## config.mk

```make
export PLATFORM = sky130hd
export DESIGN_NAME = cdb_arbiter
export DESIGN_NICKNAME = d
export VERILOG_FILES = /design/src/rtl/cdb_arbiter.sv
export SDC_FILE = /design/constraint.sdc
export NUM_CORES = 1
export LEC_CHECK = 0
export BUFFER_PORTS_ARGS = -buffer_cell sky130_fd_sc_hd__buf_4
export CAP_MARGIN = 10
export CORE_MARGIN = 2
export CORE_UTILIZATION = 50
export DETAILED_ROUTE_END_ITERATION = 8
export PLACE_DENSITY_LB_ADDON = 0.3
export SLEW_MARGIN = 30
export SYNTH_ARGS = -nofsm -noshare
export SYNTH_HDL_FRONTEND = slang
export SYNTH_SLANG_ARGS = --single-unit
```

## constraint.sdc

```tcl
create_clock -name clk -period 9.68 [get_ports clk]
set_input_delay 0.484 -clock clk [delete_from_list [all_inputs] [get_ports clk]]
set_output_delay 0.484 -clock clk [all_outputs]
set_load 0.05 [all_outputs]
```

## src/rtl/cdb_arbiter.sv

```systemverilog
// rtl/cdb_arbiter.sv - two-source CDB arbiter with per-source FIFOs and round-robin pop
//
// Purpose: the ALU and the LSB each push {rob_idx, val} into a small private FIFO.
// A round-robin scheduler pops at most one entry per cycle onto a registered CDB broadcast.
// Ports:
//   clk, rst_in (async active-low), rdy_in (0 freezes all state), roll_back (flush)
//   alu_en/alu_rob_idx/alu_val -> alu_full   ALU push side and back-pressure
//   lsb_en/lsb_rob_idx/lsb_val -> lsb_full   LSB push side and back-pressure
//   cdb_en/cdb_rob_idx/cdb_val/cdb_src       registered broadcast (src 0=ALU, 1=LSB)
//   err_ovf                                  sticky push-while-full flag
module cdb_arbiter #(
  parameter int ROB_IDX_W  = 4,
  parameter int DATA_W     = 32,
  parameter int FIFO_DEPTH = 2
) (
  input  logic                 clk,
  input  logic                 rst_in,
  input  logic                 rdy_in,
  input  logic                 roll_back,
  input  logic                 alu_en,
  input  logic [ROB_IDX_W-1:0] alu_rob_idx,
  input  logic [DATA_W-1:0]    alu_val,
  output logic                 alu_full,
  input  logic                 lsb_en,
  input  logic [ROB_IDX_W-1:0] lsb_rob_idx,
  input  logic [DATA_W-1:0]    lsb_val,
  output logic                 lsb_full,
  output logic                 cdb_en,
  output logic [ROB_IDX_W-1:0] cdb_rob_idx,
  output logic [DATA_W-1:0]    cdb_val,
  output logic                 cdb_src,
  output logic                 err_ovf
);

  localparam int PTR_W = $clog2(FIFO_DEPTH);
  localparam int CNT_W = PTR_W + 1;
  localparam int ENT_W = ROB_IDX_W + DATA_W;
  localparam logic [CNT_W-1:0] DEPTH_C = CNT_W'(FIFO_DEPTH);
  localparam logic SRC_ALU = 1'b0;
  localparam logic SRC_LSB = 1'b1;

  logic [ENT_W-1:0] alu_mem_q [FIFO_DEPTH];
  logic [ENT_W-1:0] lsb_mem_q [FIFO_DEPTH];

  logic [PTR_W-1:0] alu_wr_q, alu_wr_d, alu_rd_q, alu_rd_d;
  logic [PTR_W-1:0] lsb_wr_q, lsb_wr_d, lsb_rd_q, lsb_rd_d;
  logic [CNT_W-1:0] alu_cnt_q, alu_cnt_d, lsb_cnt_q, lsb_cnt_d;
  logic             last_grant_q, last_grant_d;
  logic             cdb_en_q, cdb_en_d, cdb_src_q, cdb_src_d, err_q, err_d;
  logic [ROB_IDX_W-1:0] cdb_tag_q, cdb_tag_d;
  logic [DATA_W-1:0]    cdb_val_q, cdb_val_d;

  logic alu_ne, lsb_ne, alu_push, lsb_push, pop_alu, pop_lsb;
  logic [ENT_W-1:0] pop_ent;

  // Full is taken from the registered count only, so a same-cycle pop never frees a slot.
  assign alu_full = (alu_cnt_q == DEPTH_C);
  assign lsb_full = (lsb_cnt_q == DEPTH_C);
  assign alu_ne   = (alu_cnt_q != '0);
  assign lsb_ne   = (lsb_cnt_q != '0);

  // A flush swallows both pushes and the pop of its cycle.
  assign alu_push = alu_en && !alu_full && !roll_back;
  assign lsb_push = lsb_en && !lsb_full && !roll_back;

  // On contention the source that did not win last time is served.
  assign pop_alu = !roll_back && alu_ne && (!lsb_ne || last_grant_q == SRC_LSB);
  assign pop_lsb = !roll_back && lsb_ne && !pop_alu;
  assign pop_ent = pop_alu ? alu_mem_q[alu_rd_q] : lsb_mem_q[lsb_rd_q];

  always_comb begin
    alu_wr_d     = alu_wr_q + PTR_W'(alu_push);
    lsb_wr_d     = lsb_wr_q + PTR_W'(lsb_push);
    alu_rd_d     = alu_rd_q + PTR_W'(pop_alu);
    lsb_rd_d     = lsb_rd_q + PTR_W'(pop_lsb);
    alu_cnt_d    = alu_cnt_q + CNT_W'(alu_push) - CNT_W'(pop_alu);
    lsb_cnt_d    = lsb_cnt_q + CNT_W'(lsb_push) - CNT_W'(pop_lsb);
    last_grant_d = last_grant_q;
    cdb_en_d     = pop_alu || pop_lsb;
    cdb_tag_d    = cdb_tag_q;
    cdb_val_d    = cdb_val_q;
    cdb_src_d    = cdb_src_q;
    err_d        = err_q;
    if (roll_back) begin
      alu_wr_d     = '0;
      lsb_wr_d     = '0;
      alu_rd_d     = '0;
      lsb_rd_d     = '0;
      alu_cnt_d    = '0;
      lsb_cnt_d    = '0;
      last_grant_d = SRC_LSB;
    end else begin
      if ((alu_en && alu_full) || (lsb_en && lsb_full)) err_d = 1'b1;
      if (pop_alu || pop_lsb) begin
        last_grant_d = pop_lsb;
        cdb_src_d    = pop_lsb;
        cdb_tag_d    = pop_ent[ENT_W-1:DATA_W];
        cdb_val_d    = pop_ent[DATA_W-1:0];
      end
    end
  end

  // Storage needs no reset: an entry is only read after it has been written.
  always_ff @(posedge clk) begin
    if (rdy_in && alu_push) alu_mem_q[alu_wr_q] <= {alu_rob_idx, alu_val};
    if (rdy_in && lsb_push) lsb_mem_q[lsb_wr_q] <= {lsb_rob_idx, lsb_val};
  end

  always_ff @(posedge clk or negedge rst_in) begin
    if (!rst_in) begin
      alu_wr_q     <= '0;
      alu_rd_q     <= '0;
      lsb_wr_q     <= '0;
      lsb_rd_q     <= '0;
      alu_cnt_q    <= '0;
      lsb_cnt_q    <= '0;
      last_grant_q <= SRC_LSB;
      cdb_en_q     <= 1'b0;
      cdb_tag_q    <= '0;
      cdb_val_q    <= '0;
      cdb_src_q    <= SRC_ALU;
      err_q        <= 1'b0;
    end else if (rdy_in) begin
      alu_wr_q     <= alu_wr_d;
      alu_rd_q     <= alu_rd_d;
      lsb_wr_q     <= lsb_wr_d;
      lsb_rd_q     <= lsb_rd_d;
      alu_cnt_q    <= alu_cnt_d;
      lsb_cnt_q    <= lsb_cnt_d;
      last_grant_q <= last_grant_d;
      cdb_en_q     <= cdb_en_d;
      cdb_tag_q    <= cdb_tag_d;
      cdb_val_q    <= cdb_val_d;
      cdb_src_q    <= cdb_src_d;
      err_q        <= err_d;
    end
  end

  assign cdb_en      = cdb_en_q;
  assign cdb_rob_idx = cdb_tag_q;
  assign cdb_val     = cdb_val_q;
  assign cdb_src     = cdb_src_q;
  assign err_ovf     = err_q;

endmodule

```

==> flow_summary_export.csv, run 1 <==
group,metric,value,unit
clock_network,cts_resized,0,
worst_setup_path,r2r_cells,10,
timing,finClkSkew,0.00730,ns
placed_design,dpl.hpwl,9320,µm
floorplanning,die_h,129,µm
grt,grt_max_degree,76,
yosys,yosysTopAreaCell,"edfxtp_1",
yosys,ys.warnings.count,0,
worst_setup_path,arrival,3.59,ns
route,drt_wl_total,15100,µm
clock_network,ctsRootBufferMaster,"clkbuf_16",
pwr,irDropWorstVdd,200,µV
floorplanning,row_count,45,
pwr,cellPowerDensity,296,nW/µm²
grt,grt_pass1_vias,4517,
grt,grt_pass1_wl,23500,µm
route,drc,0,
worst_setup_path,startpoint_type,"flip-flop",
floorplanning,core_area,15300,µm²
flow_run,drv_cap,0,
placed_design,dp_cells,808,
yosys,syn_area,7860,µm²
clock_network,clk_latency,0.43,ns
pwr,p_leak,3.55,nW
clock_network,clkSlewWorstSetupHoldPaths,0.07,ns
timing,worst_slew_pin_slew,0.772,ns
yosys,synth_flop_cell,"edfxtp_1",
route,post_drt_wl_per_cell,18.0,µm
layout,diodes,0,
yosys,ys_seq_elements,192,
worst_setup_path,worstSetupPathType,"flip-flop to flip-flop",
layout,layout_commonest_cell,"edfxtp_1",
timing,finalMaxSlewViolations,0,
worst_setup_path,cp-end-kind,"flip-flop",
layout,final_cell_mix,"edfxtp_1 (144), buf_4 (126), nor2b_1 (73)",
layout,syn_to_final_growth,21.1,%
floorplanning,dieWidth,129,µm
yosys,ys_top_cells_by_area,"edfxtp_1 (55%), dfrtp_1 (15%), a211oi_2 (6.0%)",
clock_network,cts_inserted_buffers,17,
layout,drive_gt1_frac,0.378,
clock_network,clock_path_buffers,2,
layout,post-route-util,0.624,
timing,fmaxAchievable,0.305,GHz
timing,fin_ws,6.40,ns
route,vias_per_cell,5.33,
floorplanning,dieArea,16700,µm²
worst_hold_path,hp-class,"input pin to asynchronous set/reset pin",
route,drt_iter0_markers,262,
timing,hold_viol_final,0,
yosys,synthesis.nets,587,
yosys,syn_inst,505,
layout,final_cells,841,
grt,overflow,0,
placed_design,pre_cts_ws,6.40,ns
timing,post-route-min-period,3.28,ns
timing,finalSetupViolCount,0,
clock_network,cts.sinks,192,
worst_setup_path,crit_required,9.99,ns
route,dr_total_vias,4486,
yosys,synth_edf_count,144,
grt,grt_antenna_before_repair,0,
worst_setup_path,worstPathMaxFanout,38,
yosys,netlist.area_leader.share,0.550,
timing,rsz0062_at_grt,"false",
timing,tns,0,ns
yosys,ys_seq_area_frac,0.703,
clock_network,cts_setup_buffers,0,
floorplanning,initial_utilization,0.515,
clock_network,htreeDepth,4,
grt,grt_util_all_layers,0.189,
route,first_pass_iters,4,
clock_network,postCtsHoldBufs,0,
timing,post-route-period-util,0.339,
clock_network,cts_tree,"yes",
timing,slew_headroom,0.485,
placed_design,numPortBuffers,118,
yosys,async_reset_ff_frac,0.250,
layout,nets,699,
yosys,avgSynthCellArea,15.6,µm²
status,status,"finished, final reports clean",
route,ant_nets,0,
placed_design,place.gp.congestion,0.744,
yosys,synth_cell_type_count,35,
floorplanning,ioPinCount,119,
-- layout make-up --
type / instances / area [µm²]
clock buffers: 18 / 439
fillers: 1129 / 5740
inverters: 9 / 35.0
repair buffers: 127 / 966
clock inverters: 14 / 163
multi-input cells: 270 / 2120
flip-flops and latches: 192 / 5530
well taps: 211 / 264
-- path summary, 6_finish.rpt --
| kind | start | to | slack, ns |
|---|---|---|---|
| worst min register to register | err_ovf | err_ovf | 0.47 |
| worst max register to register | alu_cnt_q[0] | alu_cnt_q[1] | 6.40 |
| max in group asynchronous | rst_in | alu_rd_q | 9.12 |
| worst min-delay path | rst_in | lsb_cnt_q[1] | 0.09 |
| worst max-delay path | alu_cnt_q[0] | alu_cnt_q[1] | 6.40 |
| min in group clk | alu_rob_idx[1] | alu_mem_q[1][33] | 0.23 |
-- report_power, final --
group	switching (W)	total [W]	internal, W	leakage, nW
clock	0.000300	0.000713	0.000413	0.290
sequential	0.000103	0.00112	0.00102	1.91
combinational	0.000659	0.000987	0.000327	1.36
total	0.00106	0.00282	0.00176	3.55
-- critical path: stages (launching register included) --
cell and delay [ns]:
dfrtp_1 0.45, o21ba_1 0.23, nand2_4 0.46, clkinv_2 0.80
ha_1 0.58, inv_1 0.04, ha_1 0.18, xor2_1 0.16
o21ai_0 0.09, nand2_1 0.07, o21ai_0 0.07
-- logic make-up (layout without fill, tap and decap cells) --
family,after synthesis,in the layout,share of synthesized area
AND/OR/NAND/NOR,133,133,0.0904
adder cells (fa/ha/maj),4,4,0.00637
multiplexers,3,3,0.00382
flip-flops,192,192,0.703
buffers and inverters,43,168,0.0315
XOR/XNOR,2,2,0.00223
AO/OA/AOI/OAI,128,128,0.163
-- cell usage after synthesis (3+ instances only) --
master and n:
nor2_1 5, buf_4 6, mux2i_1 3, o21ai_0 5, o21ai_1 3, o31ai_1 7
a211oi_1 34, o31ai_2 29, nor2b_1 73, buf_2 14, edfxtp_1 144, nor3_1 6
inv_1 8, buf_6 6, clkbuf_1 7, ha_1 4, nand2_1 44, dfrtp_1 47
a211oi_2 38
-- sequential cells by signal, summed over array words and instances, names as in the netlist, 2 cells and up --
name	cells
cdb_val	32
alu_mem_q	72
cdb_rob_idx	4
lsb_cnt_q	2
alu_cnt_q	2
lsb_mem_q	72
-- metal layers --
layer	GRT usage	routed length, µm	vias up
li1	-	-	2122
met1	0.247	6530	2226
met2	0.307	7460	121
met3	0.0516	913	17
met4	0.0659	195	0
met5	0	0	-
-- per-stage QoR --
step	instance area [µm²]	total power (W)	hold slack, ns
6_report	9520	0.00282	0.0886
5_1_grt	9520	0.00296	0.144
4_1_cts	9500	0.00284	0.0992
3_5_place_dp	8900	0.00213	0.464
3_3_place_gp	8890	0.00210	0.463
2_1_floorplan	7860	0.00188	0.188
Power figures use the tool's default switching activity.
==> run 2, diff against run 1 <==
- ABC_AREA: unset -> 1
- clock period: 9.68 -> 2.9 ns (I/O delays scaled with it)
==> run 2 against run 1 <==
Effect of this change:
- sequential share of layout area is 3.3 points lower
- sequential cell count unchanged
- power grew to 3.3 times the previous value
- cell count increased by 25%
- combinational power increased to 3.3 times the previous value
- worst setup slack got worse by 5.6 ns
- critical endpoint is now alu_cnt_q[0]
- largest power group unchanged
==> flow_summary_export.csv, run 2 <==
group,metric,value,unit
layout,fin_area,10100,µm²
layout,seq_area,5530,µm²
floorplanning,dieArea,16500,µm²
yosys,synth_xor_area_frac,0.00227,
floorplanning,dieWidth,128,µm
route,vias_per_cell,5.16,
layout,final_cell_mix,"nand2_1 (229), edfxtp_1 (144), buf_4 (127)",
worst_setup_path,worstPathMaxFanout,33,
yosys,synthTopCellsByCount,"nand2_1 (229), edfxtp_1 (144), inv_1 (52)",
pwr,seqPwrFrac,0.391,
worst_setup_path,arrival,2.45,ns
clock_network,cts_inserted_buffers,17,
worst_setup_path,crit_slowest_cell,"dfrtp_1",
timing,post-route-period-util,0.740,
floorplanning,core_area,15100,µm²
layout,drive_gt1_frac,0.200,
timing,rsz0062_at_grt,"false",
yosys,synth_compound_area_frac,0.0689,
timing,tns,0,ns
yosys,async_reset_ff_frac,0.250,
layout,syn_to_final_growth,30.6,%
route,ant_nets,0,
worst_setup_path,cp_cell_sequence,"o21ai_4, nand2_4, inv_4, ha_1, inv_1, ha_1, nand2_1, o21ai_0",
route,drt_wl_total,17600,µm
timing,post-route-min-period,2.15,ns
worst_setup_path,cp.buffers_inverters,2,
worst_setup_path,startpoint_type,"flip-flop",
yosys,netlist.area_leader.share,0.559,
status,status,"finished, final reports clean",
yosys,avgSynthCellArea,11.6,µm²
yosys,synth-simple-area-share,0.154,
grt,grt_max_degree,49,
timing,hold_viol_final,0,
clock_network,cts_tree,"yes",
pwr,cellPowerDensity,915,nW/µm²
timing,worst_slew_pin_slew,0.898,ns
grt,grt_pass1_vias,5541,
grt,grt_antenna_before_repair,0,
yosys,synth_flop_cell,"edfxtp_1",
yosys,ys_top_cells_by_area,"edfxtp_1 (56%), dfrtp_1 (15%), nand2_1 (11%)",
layout,layout_commonest_cell,"nand2_1",
worst_setup_path,reg2reg_setup_slack,0.75,ns
timing,finalMaxSlewViolations,0,
route,drc,0,
yosys,synthMuxAreaShare,0,
pwr,netSwitchingPower,0.00348,W
flow_run,drv_cap,0,
worst_setup_path,worstSetupPathType,"flip-flop to flip-flop",
clock_network,cts.sinks,192,
route,post_drt_wl_per_cell,16.7,µm
layout,multi_input_area,1810,µm²
layout,nFillCells,1068,
pwr,pwr-share-clk,0.257,
grt,grt_util_all_layers,0.224,
yosys,synth_edf_count,144,
yosys,ys_seq_area_frac,0.715,
timing,finClkSkew,0.00679,ns
route,dr_total_vias,5448,
timing,finalSetupViolCount,0,
clock_network,clkSlewWorstSetupHoldPaths,0.06,ns
yosys,synthesis.nets,746,
pwr,fin_total_pwr,0.00924,W
yosys,ys_seq_elements,192,
worst_setup_path,crit_required,3.20,ns
yosys,yosysMostFrequentCell,"nand2_1",
yosys,syn_area,7730,µm²
worst_setup_path,critPathMostFrequentCell,"ha_1",
yosys,syn_inst,664,
placed_design,place.gp.congestion,0.842,
pwr,power.share.combinational,0.352,
timing,fmaxAchievable,0.466,GHz
pwr,p_leak,4.43,nW
clock_network,clk_latency,0.43,ns
pwr,intPower,0.00577,W
grt,overflow,0,
floorplanning,ioPinCount,119,
layout,nets,936,
clock_network,ctsRootBufferMaster,"clkbuf_16",
floorplanning,die_h,128,µm
placed_design,numPortBuffers,118,
worst_setup_path,crit_family,"adder cells",
yosys,yosysTopAreaCell,"edfxtp_1",
pwr,irDropWorstVdd,530,µV
yosys,synth_fa_ha_area_frac,0.00647,
route,first_pass_iters,5,
worst_setup_path,cp-end-kind,"flip-flop",
clock_network,htreeDepth,4,
yosys,synth_top_family_by_area,"simple AND/OR/NAND/NOR gates",
worst_setup_path,max_stage_delay,0.47,ns
placed_design,dpl.hpwl,10800,µm
layout,diodes,0,
clock_network,clock_path_buffers,2,
yosys,synth_cell_type_count,29,
route,drt_iter0_markers,510,
clock_network,cts_resized,0,
worst_hold_path,hp-class,"input pin to flip-flop",
floorplanning,initial_utilization,0.510,
yosys,ys.warnings.count,0,
floorplanning,row_count,45,
placed_design,placed_cell_area,8740,µm²
grt,grt_pass1_wl,27800,µm
timing,slew_headroom,0.402,
pwr,switching_share,0.376,
## run 2: cell types whose count changed after synthesis, moves of 4 or more
cell,delta
nand2_1,+185
nor2b_1,-73
nand3_1,+46
inv_1,+44
a211oi_2,-38
a211oi_1,-34
a21oi_1,+34
a21boi_0,+32
o31ai_2,-29
o21ai_0,+10
o31ai_1,-7
nor2_1,+6
nor3_1,-4
## run 2: layer usage
| metal | share of wire | wire length (µm) | GRT usage |
|---|---|---|---|
| met3 | 0.063 | 1110 | 0.0412 |
| met2 | 0.50 | 8850 | 0.372 |
| met4 | 0.023 | 407 | 0.0995 |
| met5 | 0 | 0 | 0 |
| met1 | 0.41 | 7230 | 0.292 |
## run 2: power by group through the flow
stage	sequential [W]	combinational, W	clock, W
after detailed placement	0.00365	0.00317	0
after floorplan	0.00450	0.00140	0
final	0.00361	0.00325	0.00238
after CTS	0.00361	0.00326	0.00241
after global placement	0.00363	0.00309	0
after global routing	0.00365	0.00354	0.00251
## run 2: what timing repair did
item,in CTS,in global routing
setup buffers,0,0
hold endpoints to repair,193,0
hold buffers,74,0
setup endpoints to repair,0,0
## run 2: path summary, 6_finish.rpt
kind                               from            to  cells past startpoint
min in group asynchronous        rst_in       cdb_src                      2
setup reg to reg           lsb_cnt_q[1]  alu_cnt_q[0]                      8
hold / removal                   alu_en       err_ovf                      4
hold reg to reg              cdb_val[2]    cdb_val[2]                      2
max in group asynchronous        rst_in      alu_rd_q                      2
setup / recovery           lsb_cnt_q[1]  alu_cnt_q[0]                      8
## run 2: cell type report
cell class	count	area share
Timing Repair Buffer	201	0.168
Multi-Input combinational cell	385	0.179
Clock inverter	10	0.0134
Sequential cell	192	0.548
Clock buffer	22	0.0470
Tap cell	188	0.0233
Inverter	57	0.0214
## run 2: worst min-delay path, stage by stage
cell and delay [ns]:
buf_4 0.08, nand2_1 0.05, nand2_1 0.05, a21o_1 0.10
## run 2: kinds of logic after synthesis
kind of cell | after synthesis
xor gates and xnor gates | 2
adders and majority gates | 4
buffers and inverters | 87
and+or+nand+nor | 294
AOI/OAI and AO/OA | 85
DFF | 192
## run 2: through the flow
step                      std cells  utilization  hold slack, ns  worst slack (ns)
after CTS                      1055        0.667          0.0263             0.762
after global placement          949        0.577           0.207             0.857
after global routing           1055        0.667          0.0340             0.569
final                          1055        0.667          0.0441             0.754
after detailed placement        949        0.577           0.229             0.778
after floorplan                 664            -          -0.151             0.426
==> run 3, diff against run 2 <==
- ABC_AREA: 1 -> 0
- clock period: 2.9 -> 1.9 ns (I/O delays scaled with it)
==> run 3 against run 2 <==
Effect of this change:
- power increased by 63%
- clock skew up 0.0017 ns
- sequential share of layout area is 2.7 points lower
- largest power group is now combinational logic
- sequential cell count stayed put
- die area rose by 1.6%
- highest routed layer unchanged
- cell count fell by 11%
- critical path type unchanged
- combinational power rose by 78%
- count of clock-buffer cells in the layout fell by 2
==> flow_summary_export.csv, run 3 (synthesis gave the netlist of run 1 again) <==
group,metric,value,unit
layout,post-route-util,0.697,
layout,layout_commonest_cell,"edfxtp_1",
floorplanning,ioPinCount,119,
timing,finalSetupViolCount,0,
timing,hold_ws,0.272,ns
status,status,"finished, final reports clean",
route,drt_wl_total,17300,µm
route,top_layer,"met4",
clock_network,clkSlewWorstSetupHoldPaths,0.07,ns
route,vias_per_cell,5.29,
route,wirelength_met1,7700,µm
layout,diodes,0,
clock_network,cts_tree,"yes",
clock_network,htreeDepth,4,
timing,tns,0,ns
timing,slew_headroom,0.536,
worst_setup_path,arrival,2.21,ns
placed_design,dpl.hpwl,9930,µm
timing,post-route-period-util,0.979,
layout,nFillCells,1011,
clock_network,clk_latency,0.42,ns
route,wl_met3,562,µm
floorplanning,row_count,45,
worst_setup_path,startpoint_type,"flip-flop",
grt,grt_max_degree,74,
layout,final_cell_mix,"edfxtp_1 (144), buf_4 (134), dlygate4sd3_1 (77)",
worst_hold_path,hp-class,"input pin to asynchronous set/reset pin",
timing,finClkSkew,0.00851,ns
clock_network,clock_path_buffers,2,
clock_network,ctsRootBufferMaster,"clkbuf_16",
pwr,irDropWorstVdd,989,µV
worst_setup_path,max_stage_delay,0.45,ns
grt,grt_antenna_before_repair,0,
pwr,cellPowerDensity,1420,nW/µm²
floorplanning,core_area,15300,µm²
grt,overflow,0,
placed_design,numPortBuffers,118,
route,ant_nets,0,
pwr,p_leak,3.99,nW
worst_setup_path,crit_slowest_cell,"dfrtp_2",
grt,grt_util_all_layers,0.217,
worst_setup_path,worstPathMaxFanout,5,
floorplanning,dieArea,16700,µm²
timing,rsz0062_at_grt,"true",
flow_run,drv_cap,0,
clock_network,cts_inserted_buffers,17,
grt,grt_pass1_wl,27000,µm
grt,grt_pass1_vias,5225,
floorplanning,initial_utilization,0.515,
floorplanning,dieWidth,129,µm
route,met2_wirelength,8820,µm
layout,drive_gt1_frac,0.368,
route,post_drt_wl_per_cell,18.5,µm
layout,syn_to_final_growth,35.3,%
route,dr_total_vias,4941,
route,drc,0,
worst_setup_path,worstSetupPathType,"flip-flop to flip-flop",
route,drt_iter0_markers,352,
floorplanning,die_h,129,µm
worst_setup_path,cp-end-kind,"flip-flop",
worst_setup_path,cp_cell_sequence,"nor2b_4, nand2b_4, or2_4, ha_4, inv_2, ha_4, xor2_2, o21ai_1, nand2_1, o21ai_1",
timing,hold_viol_final,0,
timing,worst_slew_pin_slew,0.696,ns
timing,post-route-min-period,1.86,ns
clock_network,cts.sinks,192,
placed_design,place.gp.congestion,0.788,
layout,nets,792,
route,first_pass_iters,5,
timing,fmaxAchievable,0.538,GHz
worst_setup_path,crit_required,2.25,ns
timing,finalMaxSlewViolations,0,
==> run 3: changes by cell type in the layout (fill, tap and decap cells not counted), sizes merged, moves of 32 or more <==
cell	change
a211oi	+72
a21boi	-32
a21oi	-35
inv	-46
nand2	-187
nand3	-46
nor2b	+73
o31ai	+36
==> run 3: timing repair <==
action	in CTS	in global routing
setup buffers	1	2
setup endpoints to repair	3	6
cloned	0	0
hold buffers	77	0
resized for setup	4	9
endpoints found under the hold margin	196	0
pin swaps	1	7
==> run 3: power by group <==
| part | switching, W | internal, W |
|---|---|---|
| Clock | 0.00152 | 0.00215 |
| Combinational | 0.00374 | 0.00206 |
| Sequential | 0.000400 | 0.00518 |
| Total | 0.00566 | 0.00940 |
==> run 3: path summary, 6_finish.rpt <==
check                                   from               end  slack [ns]  cells past startpoint
min in group clk                 alu_val[26]  alu_mem_q[0][26]        0.40                      2
worst min register to register    cdb_val[2]        cdb_val[2]        0.49                      2
max in group asynchronous             rst_in          alu_rd_q        1.12                      2
worst max-delay path            lsb_cnt_q[0]      lsb_cnt_q[1]        0.04                     10
worst max register to register  lsb_cnt_q[0]      lsb_cnt_q[1]        0.04                     10
worst min-delay path                  rst_in        cdb_val[2]        0.27                      2
==> run 3: metal layers <==
metal | up-vias | global-route usage
li1 | 2306 | -
met1 | 2501 | 0.283
met2 | 114 | 0.372
met3 | 20 | 0.0429
met4 | 0 | 0.0665
met5 | - | 0
==> run 3: layout make-up <==
cell class,instances,area [µm²],share of cell area
Timing Repair Buffer,220,1950,0.184
Sequential cell,192,5530,0.520
Multi-Input combinational cell,270,2230,0.210
Tap cell,211,264,0.0248
Inverter,9,36.3,0.00341
Clock buffer,20,457,0.0429
Clock inverter,12,160,0.0151
==> run 3: through the flow <==
step	area [µm²]	power [W]	instances	setup WS, ns
after floorplan	7960	0.00965	505	-0.206
after global placement	9180	0.0110	822	0.101
after detailed placement	9180	0.0112	822	-0.0314
after CTS	10600	0.0151	932	0.0216
after global routing	10600	0.0158	934	-0.0768
final	10600	0.0151	934	0.0405
==> run 3: critical path, delay by kind of cell, from the launching register on <==
kind                     cells  cell delay, ns
AO/OA/AOI/OAI                2            0.23
XOR/XNOR                     1            0.15
adder cells (fa/ha/maj)      2            0.41
buffers and inverters        1            0.04
flip-flops                   1            0.45
AND/OR/NAND/NOR              4            0.50
